File: src/rtl/puf_challenge_sequencer.sv
// rtl/puf_challenge_sequencer.sv - arbiter PUF challenge sequencer with majority-voted response assembly
//
// Drives the mux-select challenge and the race launch edge of an arbiter PUF.
// It samples the synchronised arbiter decision once per evaluation and
// majority-votes N_EVAL evaluations into each of N_BITS response bits.
//
// Ports:
//   clk        system clock, rising edge
//   rst_n      asynchronous active-low reset
//   start      run request, only honoured in IDLE
//   chal_base  first challenge of a run, latched on an accepted start
//   arb_in     raw arbiter decision, asynchronous to clk
//   chal       challenge onto the mux select lines
//   launch     race edge into the head of the delay chain
//   busy       high whenever the sequencer is not idle
//   resp       response word, bit i from challenge i of the run
//   valid      one-cycle pulse when resp/stable carry a finished run
//   stable     every evaluation of every bit of the last run was unanimous

module puf_challenge_sequencer #(
    parameter int CHAL_W = 4,
    parameter int N_BITS = 8,
    parameter int N_EVAL = 7,
    parameter int SETTLE = 3
) (
    input  logic              clk,
    input  logic              rst_n,
    input  logic              start,
    input  logic [CHAL_W-1:0] chal_base,
    input  logic              arb_in,
    output logic [CHAL_W-1:0] chal,
    output logic              launch,
    output logic              busy,
    output logic [N_BITS-1:0] resp,
    output logic              valid,
    output logic              stable
);

    localparam int ONES_W = $clog2(N_EVAL + 1);
    localparam int EVAL_W = (N_EVAL > 1) ? $clog2(N_EVAL) : 1;
    localparam int BIT_W  = (N_BITS > 1) ? $clog2(N_BITS) : 1;
    localparam int SET_W  = $clog2(SETTLE);

    typedef enum logic [2:0] {
        IDLE,
        SETUP,
        RACE,
        SAMPLE,
        DONE
    } state_t;

    state_t            state;
    logic              arb_s1;
    logic              arb_s;
    logic [ONES_W-1:0] ones;
    logic [EVAL_W-1:0] eval_idx;
    logic [BIT_W-1:0]  bit_idx;
    logic [SET_W-1:0]  phase_cnt;
    logic              first_eval;
    logic              disagree;

    logic [ONES_W-1:0] ones_next;
    logic              mismatch;
    logic              last_eval;
    logic              last_bit;
    logic              phase_end;

    // The arbiter output resolves at an arbitrary time relative to clk.
    always_ff @(posedge clk or negedge rst_n) begin
        if (!rst_n) begin
            arb_s1 <= 1'b0;
            arb_s  <= 1'b0;
        end else begin
            arb_s1 <= arb_in;
            arb_s  <= arb_s1;
        end
    end

    // ones_next already includes the sample being taken this cycle, so the
    // vote on the final evaluation sees every evaluation of the bit.
    assign ones_next = ones + ONES_W'(arb_s);
    // The first evaluation of each bit is the reference for unanimity.
    assign mismatch  = (eval_idx != '0) && (arb_s != first_eval);
    assign last_eval = (eval_idx == EVAL_W'(N_EVAL - 1));
    assign last_bit  = (bit_idx == BIT_W'(N_BITS - 1));
    assign phase_end = (phase_cnt == SET_W'(SETTLE - 1));

    always_ff @(posedge clk or negedge rst_n) begin
        if (!rst_n) begin
            state      <= IDLE;
            chal       <= '0;
            launch     <= 1'b0;
            busy       <= 1'b0;
            resp       <= '0;
            valid      <= 1'b0;
            stable     <= 1'b0;
            ones       <= '0;
            eval_idx   <= '0;
            bit_idx    <= '0;
            phase_cnt  <= '0;
            first_eval <= 1'b0;
            disagree   <= 1'b0;
        end else begin
            valid <= 1'b0;
            unique case (state)
                IDLE: begin
                    if (start) begin
                        chal      <= chal_base;
                        bit_idx   <= '0;
                        eval_idx  <= '0;
                        ones      <= '0;
                        disagree  <= 1'b0;
                        phase_cnt <= '0;
                        launch    <= 1'b0;
                        busy      <= 1'b1;
                        state     <= SETUP;
                    end
                end
                SETUP: begin
                    if (phase_end) begin
                        phase_cnt <= '0;
                        launch    <= 1'b1;
                        state     <= RACE;
                    end else begin
                        phase_cnt <= phase_cnt + SET_W'(1);
                    end
                end
                RACE: begin
                    if (phase_end) begin
                        phase_cnt <= '0;
                        state     <= SAMPLE;
                    end else begin
                        phase_cnt <= phase_cnt + SET_W'(1);
                    end
                end
                SAMPLE: begin
                    launch <= 1'b0;
                    if (eval_idx == '0) begin
                        first_eval <= arb_s;
                    end
                    if (mismatch) begin
                        disagree <= 1'b1;
                    end
                    if (!last_eval) begin
                        ones     <= ones_next;
                        eval_idx <= eval_idx + EVAL_W'(1);
                        state    <= SETUP;
                    end else begin
                        // Bits of the run in progress update in place.
                        resp[bit_idx] <= (ones_next > ONES_W'(N_EVAL / 2));
                        ones          <= '0;
                        eval_idx      <= '0;
                        chal          <= chal + CHAL_W'(1);
                        if (last_bit) begin
                            valid  <= 1'b1;
                            stable <= ~(disagree | mismatch);
                            state  <= DONE;
                        end else begin
                            bit_idx <= bit_idx + BIT_W'(1);
                            state   <= SETUP;
                        end
                    end
                end
                DONE: begin
                    busy  <= 1'b0;
                    state <= IDLE;
                end
                default: begin
                    state <= IDLE;
                end
            endcase
        end
    end

endmodule

File: config.mk
export PLATFORM = sky130hd
export DESIGN_NAME = puf_challenge_sequencer
export DESIGN_NICKNAME = d
export VERILOG_FILES = /design/src/rtl/puf_challenge_sequencer.sv
export SDC_FILE = /design/constraint.sdc
export NUM_CORES = 1
export LEC_CHECK = 0
export CAP_MARGIN = 20
export CORE_ASPECT_RATIO = 1.75
export CORE_MARGIN = 4
export CORE_UTILIZATION = 50
export CTS_BUF_LIST = sky130_fd_sc_hd__clkbuf_2 sky130_fd_sc_hd__clkbuf_4 sky130_fd_sc_hd__clkbuf_8
export DETAILED_ROUTE_END_ITERATION = 8
export PLACE_DENSITY = 0.77
export SETUP_SLACK_MARGIN = 0.4
export SKIP_LAST_GASP = 1
export SYNTH_ARGS = -nofsm -noshare
export SYNTH_HDL_FRONTEND = slang
export SYNTH_SLANG_ARGS = --single-unit
File: constraint.sdc
create_clock -name clk -period 1.6 [get_ports clk]
set_clock_uncertainty 0.15 [all_clocks]
set_input_delay 0.32 -clock clk [delete_from_list [all_inputs] [get_ports clk]]
set_output_delay 0.32 -clock clk [all_outputs]
set_load 0.02 [all_outputs]
# Yosys cells after proc, flatten, opt, wreduce, memory -nomap -nowiden
# Cells that the tools add are included.
[classes] add_sub_neg=5 n_lt_le_gt_ge=3 n_eq_ne=14 muxes=33 n_bitwise=2 reduce_logical=21
[ops] cell="3-bit 2-to-1 mux" n=10
[ops] cell="3-bit one-hot mux with 2 select lines" n=3
[ops] cell="3-bit AND reduction" n=5
[ops] cell="2-bit != test (second input constant)" n=6
[ops] cell="3-bit one-hot mux with 4 select lines" n=1
[ops] cell="2-bit AND reduction" n=5
[ops] cell="3-bit equality test (second input constant)" n=3
[ops] cell="8-bit bitwise mux" n=1
[ops] cell="1-bit 2-to-1 mux" n=8
[ops] cell="4-bit 2-to-1 mux" n=2
[ops] cell="4-bit one-hot mux with 2 select lines" n=1
[ops] cell="3-bit by 1-bit adder with 3-bit output (second input constant)" n=2
[ops] cell="3-bit by 2-bit equality test with 1-bit output (second input constant)" n=2
[ops] cell="3-bit zero test" n=2
[ops] cell="2-bit nonzero test" n=3
[ops] cell="3-bit nonzero test" n=2
[ops] cell="4-bit by 1-bit adder with 4-bit output (second input constant)" n=1
[ops] cell="3-bit by 4-bit less-than comparator with 1-bit output (second input constant)" n=1
[ops] cell="2-bit 2-to-1 mux" n=2
[ops] cell="1-bit one-hot mux with 2 select lines" n=2
[ops] cell="2-bit one-hot mux with 2 select lines" n=1
[ops] cell="4-bit AND reduction" n=1
[ops] cell="3-bit by 1-bit adder with 3-bit output" n=1
[ops] cell="1-bit demux with 3-bit select" n=1
[ops] cell="other kinds (11)" n=12
[totals] ff_bits=34 inputBits=8 output_inout_bits=16

# Longest topological paths before layout
[depth] ltp_word=5 depth_mapped=5 mapped_depth_nobuf=5

# Least setup slack after synthesis
# Ideal clock, no wire load.
[synth_path] kind="register to register" startpoint="register state[2]" endpoint="register resp[0]" setup_time_ns=0.128 t_arrival_ns=1.421 setup_slack_ns=-0.098 stages_incl_launch_ff=6 n_path_buf=2 cell_sequence="dfrtp_1 > buf_6 > nand4bb_4 > buf_6 > nor4_1 > mux2_1"
[synth_between] elab_chain_len=2
[synth_rtl] item="from (decl)" line="52" text="state_t state;"
[synth_rtl] item="from (signal assigned)" line="90" text="state <= IDLE;"
[synth_rtl] item="from (signal assigned)" line="116" text="state <= SETUP;"
[synth_rtl] item="from (signal assigned)" line="123" text="state <= RACE;"
[synth_rtl] item="3-bit by 2-bit equality test with 1-bit output" line="105" text="unique case (state)"
[synth_rtl] item="2-bit AND reduction (no source line)"
[synth_rtl] item="to (signal, indexed assignment)" line="150" text="resp[bit_idx] <= (ones_next > ONES_W'(N_EVAL / 2));"
[synth_rtl] item="to (decl)" line="34" text="output logic [N_BITS-1:0] resp,"
# Every way passes these cells.
# A chain may end at the register's enable or synchronous reset.

# Worst setup path after layout
[layout_path] startpoint="register state[0]" endpoint="register ones[2]"
[layout_between] elab_chain_len=3 elab_cells_between_ends=6
[layout_rtl] item="3-bit by 2-bit equality test with 1-bit output or 3-bit zero test (tied branches)" line="105"
[layout_rtl] item="2-bit nonzero test (no source line) or 2-bit != test (tied branches)"
[layout_rtl] item="2-bit AND reduction (no source line)"
[layout_rtl] item="to (signal assigned)" line="145" text="ones <= ones_next;"
[layout_rtl] item="to (decl)" line="55" text="logic [ONES_W-1:0] ones;"
# Several ways; a longest one is shown, not always the timed one.

==> summary.txt <==
Timing
  – # setup viols final: 23
  – Fin. Hold Viols: 0
  – Period utilisation layout: 110%
  – Least-Margin Pin Slew: 0.449 ns
  – TNS Setup: -2.22 ns
  – Post-layout min period: 1.76 ns
  – PnR worst setup slack: -0.157 ns
  – Slew Limit Fails: 0
  – Max frequency: 569 MHz
  – RSZ-0062 raised after global routing: yes
  – Slew margin rel.: 70.0%

Placed design
  – Post-place setup slack: -0.414 ns
  – Post-Place Cells: 254
  – Gp weighted congestion: 0.766
  – Hpwl dp: 3200 µm
  – PortBufs: 23

Worst setup path
  – Worst path depth: 3
  – Internal reg-to-reg setup slack: -0.16 ns
  – Depth of the most critical reg-to-reg path: 3
  – Largest delay contributor family on the critical path: compound AO/OA/AOI/OAI gates
  – Crit path buffers/inverters: 0
  – Crit path max-delay cell type: dfrtp_2
  – Worst reg2reg startpoint: state[0]
  – Critical Path End Type: register
  – Crit path launch type: register
  – Crit. Startpoint: state[0]
  – CP cell instances: or3b_1 > a21o_1 > a221o_1
  – Worst r2r dst: ones[2]
  – Critical Path End: ones[2]
  – Critical Path AT: 1.78 ns
  – Crit Path Category: reg2reg
  – Req. time, crit path: 1.63 ns
  – Critical path fanouts, max: 5
  – Crit path largest cell delay: 0.48 ns

Logic synthesis
  – EDFF count, synth: 0
  – Largest area contributor in the netlist: dfrtp_1
  – Yosys reg bits: 34
  – Post-synth net total: 179
  – Synth top area cells: dfrtp_1 (47%), mux2_2 (5.0%), ha_1 (3.5%), a21oi_1 (2.5%), nand2_1 (2.5%)
  – Register area share after synthesis: 47.0%
  – Share of the synthesized area in the top cell type: 47.0%
  – Count of cell types in the netlist: 49
  – Top_reg_cell synth: dfrtp_1
  – Syn avg cell area: 10.9 µm²
  – Yosys warnings: 0
  – Ys async rst share: 100%
  – Syn Std Cell Area: 1810 µm²
  – Post-synthesis cell count: 166

Clock network
  – CTS tree: done
  – H-tree levels: 2
  – Clk Latency, worst-skew pair: 0.30 ns
  – Post-CTS Hold Buffers: 0
  – Worst-path clk slew: 0.08 ns
  – Clock Sink Count: 34
  – Bufs on Longest Clock Path: 2
  – Number of buffers created by CTS: 5
  – Root buffer cell: clkbuf_8

Routing
  – WL final: 6070 µm
  – Metal3 WL: 190 µm
  – 1st-pass router iterations: 4
  – Met2 wire len: 3550 µm
  – Via density: 5.95
  – DRT iter0 DRCs: 42
  – DRC viols: 0
  – Max Used Layer: met4
  – Vias: 1691
  – Routed wire per std cell: 21.4 µm
  – Antenna Nets Post-Route: 0
  – Met1 WL: 2070 µm

Pwr
  – Reg power frac: 46.3%
  – Sw Ratio: 23.3%
  – NetSw: 0.468 mW
  – Comb pwr share: 11.1%
  – P_int: 1.54 mW
  – Clock power share: 42.6%
  – Max VDD drop: 719 µV
  – Leakage: 1.40 nW
  – Pwr/cell area: 662 nW/µm²

Global route
  – Vias in the first global route: 1903
  – Gr usage total: 25.9%
  – Largest net degree at the start of global routing: 35
  – Gr ovfl total: 0
  – First-pass GRT wire length: 8860 µm
  – Initial antenna violation count: 0

Min path
  – Hold Path Cell Cnt: 0
  – Hold Crit Class: reg2reg

Die
  – Die height: 87.6 µm
  – Initial core utilization: 52.8%
  – IO Pins: 24
  – Row Count: 28
  – Die ar.: 4690 µm²
  – Die width: 53.5 µm
  – Core ar.: 3430 µm²

Layout
  – Most frequent cells in the layout: buf_4 (35), buf_6 (33), dfrtp_1 (29), nand2_1 (12)
  – Layout area overhead: 67.3%
  – Non-Filler Instances: 284
  – Final nets: 251
  – Most common cell after layout, fill and taps aside: buf_4
  – Ratio of cells with drive above 1 in the final layout: 57.3%
  – Ant diodes: 0

Run status
  – Failing checks: negative setup slack
  – Status: finished with violations

Run
  – Max Cap Violations: 0
[what timing repair did]
action,in CTS,in global routing
buffers inserted,16,6
pin swaps,17,14
gates resized for setup,133,30
endpoints found under the setup margin,48,48
gates cloned,0,0
[power groups by stage]
stage	sequential, mW	combinational, mW	clock [mW]
after floorplan	0.927	0.0704	0
after global placement	0.928	0.169	0
after detailed placement	0.932	0.179	0
after CTS	0.921	0.206	0.858
after global routing	0.933	0.243	0.892
final	0.929	0.222	0.856
[metrics by stage]
step | instance area, µm² | hold WS (ns) | utilization, % | total power [mW]
after floorplan | 1980 | -0.126 | - | 0.997
after global placement | 2410 | 0.183 | 70.2 | 1.10
after detailed placement | 2410 | 0.189 | 70.2 | 1.11
after CTS | 2860 | 0.205 | 83.3 | 1.98
after global routing | 3030 | 0.215 | 88.3 | 2.07
final | 3030 | 0.204 | 88.3 | 2.01
[Yosys cell counts, types with 2 or more instances]
cell,n
a22o_1,2
and2_1,2
clkbuf_1,5
nand3_1,5
o211ai_1,4
a21oi_1,9
mux2_1,2
buf_2,4
dfrtp_1,34
nand2b_1,2
nand3b_1,3
o31ai_1,2
a21o_1,2
and3b_1,2
nand2_1,12
nor3b_1,2
nor4_1,3
nor4b_1,5
o21ai_0,2
nor3_1,7
nor2_1,8
xor2_1,2
mux2i_1,4
inv_1,5
buf_6,3
ha_1,5
mux2_2,8
[how the worst min path moves through the flow]
stage | from | endpoint | slack, ns
after floorplan | rst_n | arb_s | -0.13
after global placement | arb_s1 | arb_s | 0.18
after detailed placement | arb_s1 | arb_s | 0.19
after CTS | arb_s1 | arb_s | 0.20
after global routing | arb_s1 | arb_s | 0.21
final | arb_s1 | arb_s | 0.20
[worst register-to-register path, delay by kind of cell (launching register included)]
family	cells	cell delay [ns]
flip-flops	1	0.48
AND/OR/NAND/NOR	1	0.40
AO/OA/AOI/OAI	2	0.60
[per-layer routing]
| layer | up-vias | GRT usage [%] |
|---|---|---|
| li1 | 758 | - |
| met1 | 859 | 25.4 |
| met2 | 51 | 47.8 |
| met3 | 23 | 6.64 |
| met4 | 0 | 13.0 |
| met5 | - | 0 |
[sequential cells by signal (all words and copies together), names as in the netlist]
| signal | cells |
|---|---|
| resp | 8 |
| valid | 1 |
| bit_idx | 3 |
| disagree | 1 |
| first_eval | 1 |
| state | 3 |
| ones | 3 |
| chal | 4 |
| arb_s | 1 |
| launch | 1 |
| phase_cnt | 2 |
| stable | 1 |
| busy | 1 |
| arb_s1 | 1 |
| eval_idx | 3 |
[cell type report]
class,instances,area [µm²]
clock buffer,7,90.1
inverter,5,18.8
fill,140,403
tap,45,56.3
timing repair buffer,77,743
sequential,34,857
clock inverter,1,30.0
multi-input combinational,115,1230
[cell families (layout without fill, tap and decap cells)]
logic type,count (synthesis),in the layout,share of synthesized area [%]
simple gates,60,60,20.7
buf+inv,17,90,5.04
xor+xnor,2,2,0.967
compound gates,34,34,14.4
fa+ha+maj,5,5,3.45
mux,14,14,8.43
flops,34,34,47.0
Note: power is estimated with default switching activity, not from simulation.
